### config.mk
export PLATFORM = sky130hd
export DESIGN_NAME = game_flow_ctrl
export DESIGN_NICKNAME = d
export VERILOG_FILES = /design/src/rtl/game_flow_ctrl.sv
export SDC_FILE = /design/constraint.sdc
export NUM_CORES = 1
export LEC_CHECK = 0
export CAP_MARGIN = 20
export CORE_MARGIN = 10
export CORE_UTILIZATION = 40
export CTS_CLUSTER_DIAMETER = 60
export DETAILED_ROUTE_END_ITERATION = 16
export GPL_TIMING_DRIVEN = 0
export PLACE_DENSITY = 0.73
export SYNTH_ARGS = -nofsm -noshare
export SYNTH_HDL_FRONTEND = slang
export SYNTH_SLANG_ARGS = --single-unit
### constraint.sdc
create_clock -name clk -period 2.3 [get_ports clk]
set_input_delay 0.23 -clock clk [delete_from_list [all_inputs] [get_ports clk]]
set_output_delay 0.23 -clock clk [all_outputs]
set_load 0.01 [all_outputs]
### src/rtl/game_flow_ctrl.sv
// Top-level game sequencer. Selects the VGA screen, pulses the round reset and
// gates player movement from keycodes, frame ticks and the two players' scores.
module game_flow_ctrl #(
  parameter int unsigned WIN_POINTS       = 10,
  parameter int unsigned COUNTDOWN_FRAMES = 120,
  parameter int unsigned WIN_HOLD_FRAMES  = 600,
  parameter logic [15:0] KEY_START        = 16'h0029,
  parameter logic [15:0] KEY_RESTART      = 16'h005A,
  parameter logic [15:0] KEY_ABORT        = 16'h0076
) (
  input  logic        clk,
  input  logic        rst,
  input  logic        frame_tick,
  input  logic [15:0] keycode,
  input  logic [4:0]  points_1,
  input  logic [4:0]  points_2,
  output logic [1:0]  screen,
  output logic        game_rst,
  output logic        game_en,
  output logic [7:0]  round_cnt
);

  localparam int unsigned CD_W   = (COUNTDOWN_FRAMES > 0) ? $clog2(COUNTDOWN_FRAMES + 1) : 1;
  localparam int unsigned HOLD_W = $clog2(WIN_HOLD_FRAMES + 1);

  localparam logic [CD_W-1:0]   CD_INIT   = CD_W'(COUNTDOWN_FRAMES);
  localparam logic [CD_W-1:0]   CD_ONE    = CD_W'(1);
  localparam logic [HOLD_W-1:0] HOLD_INIT = HOLD_W'(WIN_HOLD_FRAMES);
  localparam logic [HOLD_W-1:0] HOLD_ONE  = HOLD_W'(1);
  localparam logic [4:0]        WIN_P     = 5'(WIN_POINTS);

  typedef enum logic [1:0] {
    ST_START    = 2'd0,
    ST_GAME     = 2'd1,
    ST_PLAYER_1 = 2'd2,
    ST_PLAYER_2 = 2'd3
  } state_t;

  state_t              r_state;
  logic [15:0]         r_keycode_q;
  logic [CD_W-1:0]     r_cd;
  logic [1:0]          r_guard;
  logic [HOLD_W-1:0]   r_hold;

  logic w_press_start;
  logic w_press_restart;
  logic w_press_abort;
  logic w_enter_game;
  logic w_win;
  logic w_p1_leads;

  // A held code fires once: only the first cycle a code differs from last cycle counts.
  assign w_press_start   = (keycode == KEY_START)   && (r_keycode_q != KEY_START);
  assign w_press_restart = (keycode == KEY_RESTART) && (r_keycode_q != KEY_RESTART);
  assign w_press_abort   = (keycode == KEY_ABORT)   && (r_keycode_q != KEY_ABORT);

  assign w_enter_game = ((r_state == ST_START) && w_press_start) ||
                        (((r_state == ST_PLAYER_1) || (r_state == ST_PLAYER_2)) && w_press_restart);
  assign w_win        = (points_1 >= WIN_P) || (points_2 >= WIN_P);
  assign w_p1_leads   = (points_1 >= points_2);

  assign screen = r_state;

  always_ff @(posedge clk) begin
    if (rst) begin
      r_state     <= ST_START;
      r_keycode_q <= '0;
      r_cd        <= '0;
      r_guard     <= '0;
      r_hold      <= '0;
      game_rst    <= 1'b0;
      game_en     <= 1'b0;
      round_cnt   <= '0;
    end else begin
      r_keycode_q <= keycode;
      game_rst    <= 1'b0;
      if (w_enter_game) begin
        r_state  <= ST_GAME;
        game_rst <= 1'b1;
        r_cd     <= CD_INIT;
        r_guard  <= 2'd2;
        game_en  <= (COUNTDOWN_FRAMES == 0);
      end else begin
        unique case (r_state)
          ST_START: begin
            game_en <= 1'b0;
          end
          ST_GAME: begin
            if (r_guard != '0) r_guard <= r_guard - 2'd1;
            if (w_press_abort) begin
              r_state <= ST_START;
              game_en <= 1'b0;
            end else if ((r_guard == '0) && w_win) begin
              r_state   <= w_p1_leads ? ST_PLAYER_1 : ST_PLAYER_2;
              round_cnt <= round_cnt + 8'd1;
              r_hold    <= HOLD_INIT;
              game_en   <= 1'b0;
            end else if (frame_tick && (r_cd != '0)) begin
              r_cd    <= r_cd - CD_ONE;
              game_en <= (r_cd == CD_ONE);
            end else begin
              game_en <= (r_cd == '0);
            end
          end
          ST_PLAYER_1, ST_PLAYER_2: begin
            game_en <= 1'b0;
            // Restart is handled above, so it already wins over a same-cycle expiry.
            if (frame_tick && (r_hold != '0)) begin
              r_hold <= r_hold - HOLD_ONE;
              if (r_hold == HOLD_ONE) r_state <= ST_START;
            end
          end
        endcase
      end
    end
  end

endmodule

==> results.py, run 1 <==
metrics = {
    "run_status": {
        "status": "finished, final reports clean",
    },
    "synth": {
        "synth-edff-count": 0,
        "ys_warn_count": 0,
        "syn_inst": 260,
        "ys_types": 44,
        "synth_top_family_by_area": "simple AND/OR/NAND/NOR gates",
        "async_flop_share_pct": 0,
        "synthAdderAreaFrac_pct": 6.46,
        "synth-compound-area-share_pct": 9.64,
        "ys_top_cells_by_area": "dfxtp_1 (40%), ha_1 (6.5%), xor2_1 (5.7%)",
        "synth-seq-area-share_pct": 40.5,
        "yosys_register_bits": 47,
        "synth_top_area_share_pct": 40.5,
        "synth_top_cell_by_area": "dfxtp_1",
        "synth_nets": 301,
        "synth_xor_area_share_pct": 8.29,
        "syn_avg_cell_area_um2": 8.94,
        "syn-cell-area_um2": 2320,
        "yosys.area_share.simple_pct": 32.0,
        "ys.flop_type": "dfxtp_1",
        "synthMuxAreaShare_pct": 0,
    },
    "worst_setup_path": {
        "cp-start-kind": "primary input",
        "path_buf_inv": 1,
        "required_ns": 2.46,
        "cp_slowest_cell": "or4_4",
        "worst-r2r-cell-count": 6,
        "r2r_slack_ns": 0.18,
        "path_depth": 7,
        "crit_path_max_fanout": 5,
        "crit_type": "in2reg",
        "worst_setup_path_end_kind": "register",
        "crit_chain": "clkdlybuf4s50_1 > or4_4 > or4_4 > a211o_4 > nand4b_1 > xor2_1 > a21oi_1",
        "crit_top_cell": "or4_4",
        "crit_family": "simple AND/OR/NAND/NOR gates",
        "worstPathArrival_ns": 2.39,
        "cpPeakStageDelay_ns": 0.54,
    },
    "clock_tree": {
        "cts_tree": "done",
        "htree_levels": 2,
        "clk_latency_ns": 0.29,
        "hold_buffers": 0,
        "root_buffer": "clkbuf_8",
        "clk_pin_slew_ns": 0.09,
        "clk_path_buf_depth": 2,
        "cts_inserted_buffers": 5,
        "clock-sinks": 47,
    },
    "power": {
        "leakagePower_nw": 1.11,
        "p_int_mw": 1.11,
        "power_switching_mw": 0.328,
        "peakVddDrop_mv": 0.282,
        "power_density_nw_per_um2": 481,
        "p_sw_share_pct": 22.8,
        "clkPwrFrac_pct": 33.3,
        "pwr-share-seq_pct": 58.3,
        "p_comb_share_pct": 8.4,
        "power_mw": 1.44,
    },
    "route": {
        "dr.first_iter.drc_count": 63,
        "wl_per_cell_um": 13.8,
        "remaining_drc_errors": 0,
        "viasPerCell": 5.27,
        "first_pass_iters": 4,
        "route.vias.total": 2020,
        "drtAntennaViolNets": 0,
        "finalWirelength_mm": 5.30,
    },
    "grt": {
        "globalRouteTotalUtil_pct": 12.3,
        "busiest_layer": "met2",
        "met3_usage_pct": 3.97,
        "grt_first_pass_wirelength_mm": 9.32,
        "grt_overflow": 0,
        "use_met1_pct": 14.1,
        "grt_max_degree": 15,
        "grt_pass1_vias": 2107,
        "antenna_found_initial": 0,
        "use_met2_pct": 21.2,
    },
    "sta": {
        "final-max-slew-violation-count": 0,
        "worst_pin_slew_ns": 0.593,
        "min_period_over_period_pct": 97.1,
        "fmax_mhz": 448,
        "slew-limit-headroom_pct": 60.1,
        "final-setup-viol-count": 0,
        "hold_violations": 0,
        "period_needed_ns": 2.23,
        "skew_ns": 0.0103,
    },
    "floorplan": {
        "core_um2": 5570,
        "io_pins": 41,
        "rows": 27,
        "dieArea_um2": 9260,
        "chipWidth_um": 96.2,
        "start_util_pct": 41.7,
        "die_h_um": 96.2,
    },
    "layout": {
        "final_util_pct": 53.6,
        "final_common_cell": "dfxtp_1",
        "diodes": 0,
        "n_fill_cell": 522,
        "multi_input_area_um2": 1380,
        "drive_gt1_share_pct": 9.97,
        "syn_to_final_growth_pct": 28.7,
        "final_cell_mix": "dfxtp_1 (47), clkdlybuf4s50_1 (38), nor2_1 (26), a21oi_1 (17), nor2b_1 (17)",
        "finalNetCount": 351,
        "regArea_um2": 941,
    },
    "flow_run": {
        "maxCapViolCount": 0,
    },
    "placement": {
        "gp_congestion": 0.866,
        "hpwlAfterDp_mm": 4.03,
        "port_buffers": 39,
    },
    "min_path": {
        "min_path_cells": 2,
        "hold_class": "in2reg",
    },
}
[state kept, by name (all words and copies together), names as in the netlist]
| signal | cells |
|---|---|
| r_guard | 2 |
| r_hold | 10 |
| game_en | 1 |
| r_keycode_q | 16 |
| round_cnt | 8 |
| screen | 2 |
| r_cd | 7 |
| game_rst | 1 |
[area by class of cell]
type,instances,area share [%]
plain buffers,6,0.795
clock buffers,6,2.43
clock inverters,2,0.418
inverters,13,1.63
multi-input cells,194,46.1
flip-flops and latches,47,31.5
well taps,72,3.01
repair buffers,43,14.1
[Yosys cell counts, drive strengths merged (2+ instances only)]
cell type and instances:
dfxtp 47, nor2 27, a21oi 18, nor2b 17, xor2 15, inv 13, ha 12, nand3 12
nand2 10, nand4 9, nor4 8, xnor2 7, nor3 6, and3 5, nand2b 5, nor4b 5
or4 5, a211oi 4, o21ai 4, buf 3, clkbuf 3, nand4b 3, and2 2, and4 2
nand3b 2, o311a 2, or2 2, or3 2
[through the flow]
stage	instance area (µm²)	hold WS [ns]	worst slack [ns]	instances	setup TNS [ns]
global route	2990	0.241	-0.00448	383	-0.00448
global placement	2800	0.477	-0.468	371	-7.93
floorplan	2320	0.358	0.147	260	0
detailed placement	2800	0.488	-0.483	371	-8.46
CTS	2930	0.309	0.0334	379	0
finish	2990	0.196	0.0660	383	0
[per-layer routing]
| metal | part of all wire (%) | vias up |
|---|---|---|
| li1 | - | 1029 |
| met1 | 43 | 936 |
| met2 | 48 | 46 |
| met3 | 7.4 | 9 |
| met4 | 1.2 | 0 |
| met5 | 0 | - |
[worst reg2reg max path, delay by kind of cell (launching register included)]
family,cells,cell delay (ns)
and+or+nand+nor,3,1.21
DFF,1,0.32
AOI/OAI and AO/OA,2,0.30
xor gates and xnor gates,1,0.16
[power by group through the flow]
stage / Clock (mW) / Sequential, mW / Combinational (mW)
after CTS: 0.495 / 0.837 / 0.121
after global routing: 0.524 / 0.839 / 0.136
after floorplan: 0 / 0.853 / 0.0518
after detailed placement: 0 / 0.855 / 0.119
final: 0.479 / 0.838 / 0.121
after global placement: 0 / 0.855 / 0.116
[kinds of logic (layout without fill, tap and decap cells)]
family	count (synthesis)	after routing
simple gates	126	126
flops	47	47
compound gates	34	34
xor+xnor	22	22
buf+inv	19	70
fa+ha+maj	12	12
[path summary, 6_finish.rpt]
check,from,end
min reg2reg,r_cd[1]$_SDFFE_PP0P_,r_cd[1]$_SDFFE_PP0P_
min,keycode[15],r_keycode_q[15]$_SDFF_PP0_
max reg2reg,r_keycode_q[0]$_SDFF_PP0_,r_hold[4]$_SDFFE_PP0P_
max,keycode[7],r_hold[3]$_SDFFE_PP0P_
[timing repair]
item / CTS / global route
pin swaps: 3 / 6
buffers inserted: 0 / 4
gates resized for setup: 6 / 7
setup endpoints to repair: 27 / 23
Power figures use the tool's default switching activity.
==> run 2, diff against run 1 <==
Settings changed: CTS_CLUSTER_SIZE set to 30, RECOVER_POWER set to 25.
==> run 2 against run 1 <==
Effect of this change: non-clock buffer count unchanged; cell count is the same; clock-buffer cell count did not move; via count is 0.35% lower; design area is the same; die area did not move; sequential share of layout area did not move; critical path depth did not move; critical endpoint unchanged; highest routed layer unchanged.
==> results.py, run 2 (synthesis results as in run 1) <==
metrics = {
    "run_status": {
        "status": "finished, final reports clean",
    },
    "worst_setup_path": {
        "crit_path_max_fanout": 5,
        "r2r_slack_ns": 0.18,
        "cp_slowest_cell": "or4_4",
        "worstPathArrival_ns": 2.39,
        "crit_chain": "dlygate4sd3_1 > or2_2 > or4_4 > a211o_4 > nand4b_1 > xor2_1 > a21oi_1",
        "worst-r2r-cell-count": 6,
        "crit_type": "in2reg",
        "cpPeakStageDelay_ns": 0.61,
        "r2r_start": "r_keycode_q[0]$_SDFF_PP0_",
        "worst_setup_path_end_kind": "register",
        "r2r_end": "r_hold[4]$_SDFFE_PP0P_",
        "worstSetupEndpoint": "r_hold[3]$_SDFFE_PP0P_",
        "crit_path_start": "keycode[10]",
        "required_ns": 2.46,
        "cp-start-kind": "primary input",
    },
    "floorplan": {
        "die_h_um": 96.2,
        "core_um2": 5570,
        "rows": 27,
        "start_util_pct": 41.7,
        "chipWidth_um": 96.2,
        "dieArea_um2": 9260,
        "io_pins": 41,
    },
    "clock_tree": {
        "clk_latency_ns": 0.29,
        "htree_levels": 2,
        "clk_pin_slew_ns": 0.09,
        "clock-sinks": 47,
        "clk_path_buf_depth": 2,
        "cts_inserted_buffers": 5,
        "root_buffer": "clkbuf_8",
        "hold_buffers": 0,
        "cts_tree": "done",
    },
    "placement": {
        "hpwlAfterDp_mm": 4.03,
        "placed_area_um2": 2800,
        "gp_congestion": 0.866,
        "port_buffers": 39,
    },
    "power": {
        "power_density_nw_per_um2": 479,
        "leakagePower_nw": 1.11,
        "clkPwrFrac_pct": 33.3,
        "peakVddDrop_mv": 0.282,
        "power_switching_mw": 0.327,
        "p_sw_share_pct": 22.8,
        "power_mw": 1.43,
        "p_int_mw": 1.11,
        "p_comb_share_pct": 8.3,
        "pwr-share-seq_pct": 58.4,
    },
    "sta": {
        "hold_violations": 0,
        "skew_ns": 0.00897,
        "period_needed_ns": 2.24,
        "final-max-slew-violation-count": 0,
        "min_period_over_period_pct": 97.2,
        "slew-limit-headroom_pct": 60.1,
        "final-setup-viol-count": 0,
        "fmax_mhz": 447,
        "worst_pin_slew_ns": 0.593,
    },
    "grt": {
        "grt_max_degree": 15,
        "antenna_found_initial": 0,
        "grt_pass1_vias": 2107,
        "globalRouteTotalUtil_pct": 12.3,
        "grt_first_pass_wirelength_mm": 9.32,
        "grt_overflow": 0,
    },
    "flow_run": {
        "maxCapViolCount": 0,
    },
    "layout": {
        "final_util_pct": 53.6,
        "reg_top3": "r_keycode_q (16), r_hold (10), round_cnt (8)",
        "fin_area_um2": 2990,
        "final_common_cell": "dfxtp_1",
        "drive_gt1_share_pct": 9.97,
        "finalNetCount": 351,
        "largest-register": "r_keycode_q",
        "final_cell_mix": "dfxtp_1 (47), clkdlybuf4s50_1 (30), nor2_1 (26), a21oi_1 (17), nor2b_1 (17)",
        "diodes": 0,
        "syn_to_final_growth_pct": 28.7,
        "largest_reg_flops": 16,
    },
    "route": {
        "first_pass_iters": 4,
        "wl_per_cell_um": 13.8,
        "finalWirelength_mm": 5.30,
        "route.vias.total": 2013,
        "remaining_drc_errors": 0,
        "drtAntennaViolNets": 0,
        "viasPerCell": 5.26,
        "dr.first_iter.drc_count": 68,
    },
    "min_path": {
        "hold_class": "in2reg",
    },
}
==> run 2: changes by cell type in the layout (fill, tap and decap cells not counted), sizes merged <==
cell / before / now
clkdlybuf4s50: 38 / 30
dlygate4sd3: 0 / 8
==> run 2: critical path: cells and delay by family <==
kind | cells | cell delay (ns)
AND/OR/NAND/NOR | 3 | 1.04
buffers and inverters | 1 | 0.54
XOR/XNOR | 1 | 0.15
AO/OA/AOI/OAI | 2 | 0.44
==> run 2: routing by layer <==
metal / up-vias / global-route usage, % / wire (µm)
met4: 0 / 3.81 / 65
li1: 1029 / - / -
met2: 43 / 21.2 / 2560
met1: 932 / 14.1 / 2280
met3: 9 / 3.97 / 391
met5: - / 0 / 0
==> run 2: area by class of cell <==
| type | instances | area [µm²] |
|---|---|---|
| Sequential cell | 47 | 941 |
| Inverter | 13 | 48.8 |
| Fill cell | 522 | 2580 |
| Multi-Input combinational cell | 194 | 1380 |
| Buffer | 6 | 23.8 |
| Tap cell | 72 | 90.1 |
| Clock buffer | 6 | 72.6 |
| Timing Repair Buffer | 43 | 423 |
| Clock inverter | 2 | 12.5 |
==> run 2: worst min path at each step <==
stage                                  from                         end  slack, ns  cells past startpoint
global route                    keycode[15]  r_keycode_q[15]$_SDFF_PP0_       0.24                      2
finish                          keycode[15]  r_keycode_q[15]$_SDFF_PP0_       0.20                      2
detailed placement  r_guard[1]$_SDFFE_PP0P_     r_guard[1]$_SDFFE_PP0P_       0.49                      2
floorplan                        keycode[0]   r_keycode_q[0]$_SDFF_PP0_       0.36                      1
CTS                                     rst   r_keycode_q[7]$_SDFF_PP0_       0.31                      2
global placement    r_guard[1]$_SDFFE_PP0P_     r_guard[1]$_SDFFE_PP0P_       0.48                      2
==> run 2: power groups by stage <==
stage | clock network (mW) | registers, mW | logic [mW]
after floorplan | 0 | 0.853 | 0.0518
after global placement | 0 | 0.855 | 0.116
after detailed placement | 0 | 0.855 | 0.119
after CTS | 0.495 | 0.837 | 0.121
after global routing | 0.524 | 0.839 | 0.133
final | 0.477 | 0.838 | 0.118
==> run 2: per-stage QoR <==
| step | hold WS (ns) | std cells | setup TNS (ns) | worst slack, ns |
|---|---|---|---|---|
| after floorplan | 0.358 | 260 | 0 | 0.147 |
| after global placement | 0.477 | 371 | -7.93 | -0.468 |
| after detailed placement | 0.488 | 371 | -8.46 | -0.483 |
| after CTS | 0.309 | 379 | 0 | 0.0334 |
| after global routing | 0.241 | 383 | -0.00448 | -0.00448 |
| final | 0.196 | 383 | 0 | 0.0650 |
==> run 2: timing repair <==
action,4_1_cts,5_1_grt
endpoints found under the setup margin,27,23
resized for setup,6,7
buffers inserted,0,4
pin swaps,3,6
==> run 3, diff against run 2 <==
Settings changed: CORE_ASPECT_RATIO set to 1.2, CTS_CLUSTER_SIZE 30 to not set.
==> run 3 against run 2 <==
Effect of this change: critical path depth unchanged; via count down 0.89%; worst setup slack better by 0.015 ns; sequential share of layout area up 0.066 points; fmax up 0.67%.
==> results.py, run 3 (synthesis results as in run 1) <==
metrics = {
    "layout": {
        "regArea_um2": 941,
        "drive_gt1_share_pct": 9.03,
        "syn_to_final_growth_pct": 28.4,
        "largest-register": "r_keycode_q",
        "multi_input_area_um2": 1370,
        "largest_reg_flops": 16,
        "diodes": 0,
        "final_cell_mix": "dfxtp_1 (47), clkdlybuf4s50_1 (32), nor2_1 (26), a21oi_1 (17), nor2b_1 (17)",
        "final_common_cell": "dfxtp_1",
        "finalNetCount": 350,
        "fin_area_um2": 2980,
        "reg_top3": "r_keycode_q (16), r_hold (10), round_cnt (8)",
        "n_fill_cell": 545,
    },
    "power": {
        "peakVddDrop_mv": 0.419,
        "power_density_nw_per_um2": 499,
        "leakagePower_nw": 1.12,
    },
    "min_path": {
        "min_from": "keycode[12]",
        "hold_class": "in2reg",
        "min_path_cells": 2,
    },
    "worst_setup_path": {
        "path_depth": 7,
        "cp_slowest_cell": "or4_4",
        "crit_chain": "clkdlybuf4s50_1 > or4_4 > or4_4 > nor4_4 > a21oi_4 > and3_4 > a211oi_2",
        "r2r_start": "r_keycode_q[11]$_SDFF_PP0_",
        "worstPathArrival_ns": 2.44,
        "cpPeakStageDelay_ns": 0.49,
        "required_ns": 2.52,
        "crit_top_cell": "or4_4",
        "crit_type": "in2reg",
        "path_buf_inv": 1,
        "worst_setup_path_end_kind": "register",
        "crit_path_max_fanout": 6,
        "worst-r2r-cell-count": 7,
        "crit_family": "simple AND/OR/NAND/NOR gates",
        "cp-start-kind": "primary input",
        "crit_path_start": "keycode[14]",
    },
    "floorplan": {
        "chipWidth_um": 89.6,
        "die_h_um": 103,
        "start_util_pct": 41.3,
        "io_pins": 41,
        "rows": 30,
        "core_um2": 5630,
        "dieArea_um2": 9270,
    },
    "route": {
        "finalWirelength_mm": 5.26,
        "route.vias.total": 1995,
        "wl_per_cell_um": 14.1,
        "highest_layer": "met4",
        "wl_met3_um": 327,
        "wl_met2_mm": 2.61,
        "drtAntennaViolNets": 0,
        "m1WireLength_mm": 2.22,
        "first_pass_iters": 4,
        "viasPerCell": 5.33,
        "dr.first_iter.drc_count": 93,
        "remaining_drc_errors": 0,
    },
    "clock_tree": {
        "cts_tree": "done",
        "clock-sinks": 47,
        "htree_levels": 2,
        "clk_path_buf_depth": 2,
        "root_buffer": "clkbuf_8",
        "clk_pin_slew_ns": 0.09,
        "cts_inserted_buffers": 5,
        "clk_latency_ns": 0.30,
    },
    "grt": {
        "grt_overflow": 0,
        "grt_max_degree": 16,
        "globalRouteTotalUtil_pct": 12.0,
        "grt_pass1_vias": 1995,
        "grt_first_pass_wirelength_mm": 8.99,
        "antenna_found_initial": 0,
    },
    "placement": {
        "hpwlAfterDp_mm": 4.00,
        "placed_area_um2": 2790,
        "gp_congestion": 0.841,
        "port_buffers": 39,
        "pre_cts_ws_ns": -0.487,
    },
    "run_status": {
        "status": "finished, final reports clean",
    },
    "sta": {
        "period_needed_ns": 2.22,
        "setup-tns-final_ns": 0,
        "hold_violations": 0,
        "fmax_mhz": 450,
        "final-max-slew-violation-count": 0,
        "slew-limit-headroom_pct": 64.4,
        "skew_ns": 0.0112,
        "final-setup-viol-count": 0,
        "fin_ws_ns": 0.0799,
        "min_period_over_period_pct": 96.5,
        "worst_pin_slew_ns": 0.534,
    },
    "flow_run": {
        "maxCapViolCount": 0,
    },
}
-- run 3: cell count changes in the layout (fill, tap and decap cells not counted), sizes merged --
cell	before	now
dlymetal6s2s	1	2
dlygate4sd3	8	5
clkdlybuf4s50	30	32
buf	7	6
-- run 3: final timing paths --
| check | slack [ns] | to |
|---|---|---|
| worst min register to register | 0.50 | r_guard[1]$_SDFFE_PP0P_ |
| worst min-delay path | 0.18 | r_keycode_q[12]$_SDFF_PP0_ |
| worst max register to register | 0.25 | r_cd[6]$_SDFFE_PP0P_ |
| worst max-delay path | 0.08 | screen[0]$_SDFFE_PP0P_ |
-- run 3: through the flow --
| stage | util (%) | power (mW) | instances | hold WS, ns |
|---|---|---|---|---|
| 3_5_place_dp | 49.6 | 0.974 | 363 | 0.489 |
| 2_1_floorplan | - | 0.905 | 260 | 0.358 |
| 4_1_cts | 52.2 | 1.50 | 372 | 0.302 |
| 5_1_grt | 53.0 | 1.55 | 374 | 0.184 |
| 6_report | 53.0 | 1.49 | 374 | 0.177 |
| 3_3_place_gp | 49.6 | 0.972 | 363 | 0.480 |
-- run 3: metal layers --
metal,global-route usage (%),vias to the layer above
li1,-,1020
met1,13.8,926
met2,20.1,40
met3,4.08,9
met4,4.66,0
met5,0,-
-- run 3: cell type report --
cell class | instances | share of cell area, %
Multi-Input combinational cell | 194 | 46.0
Sequential cell | 47 | 31.5
Timing Repair Buffer | 42 | 14.0
Clock buffer | 6 | 2.77
Tap cell | 64 | 2.68
Inverter | 13 | 1.64
Buffer | 6 | 0.797
Clock inverter | 2 | 0.545
-- run 3: what timing repair did --
action,4_1_cts,5_1_grt
buffers inserted,1,2
pin swaps,4,4
hold buffers,0,0
gates resized for setup,6,6
setup endpoints to repair,28,20
-- run 3: where the power goes --
part           switching, mW  total [mW]  internal, mW
Clock                  0.285       0.530         0.246
Combinational         0.0520       0.120        0.0684
Sequential            0.0104       0.839         0.828
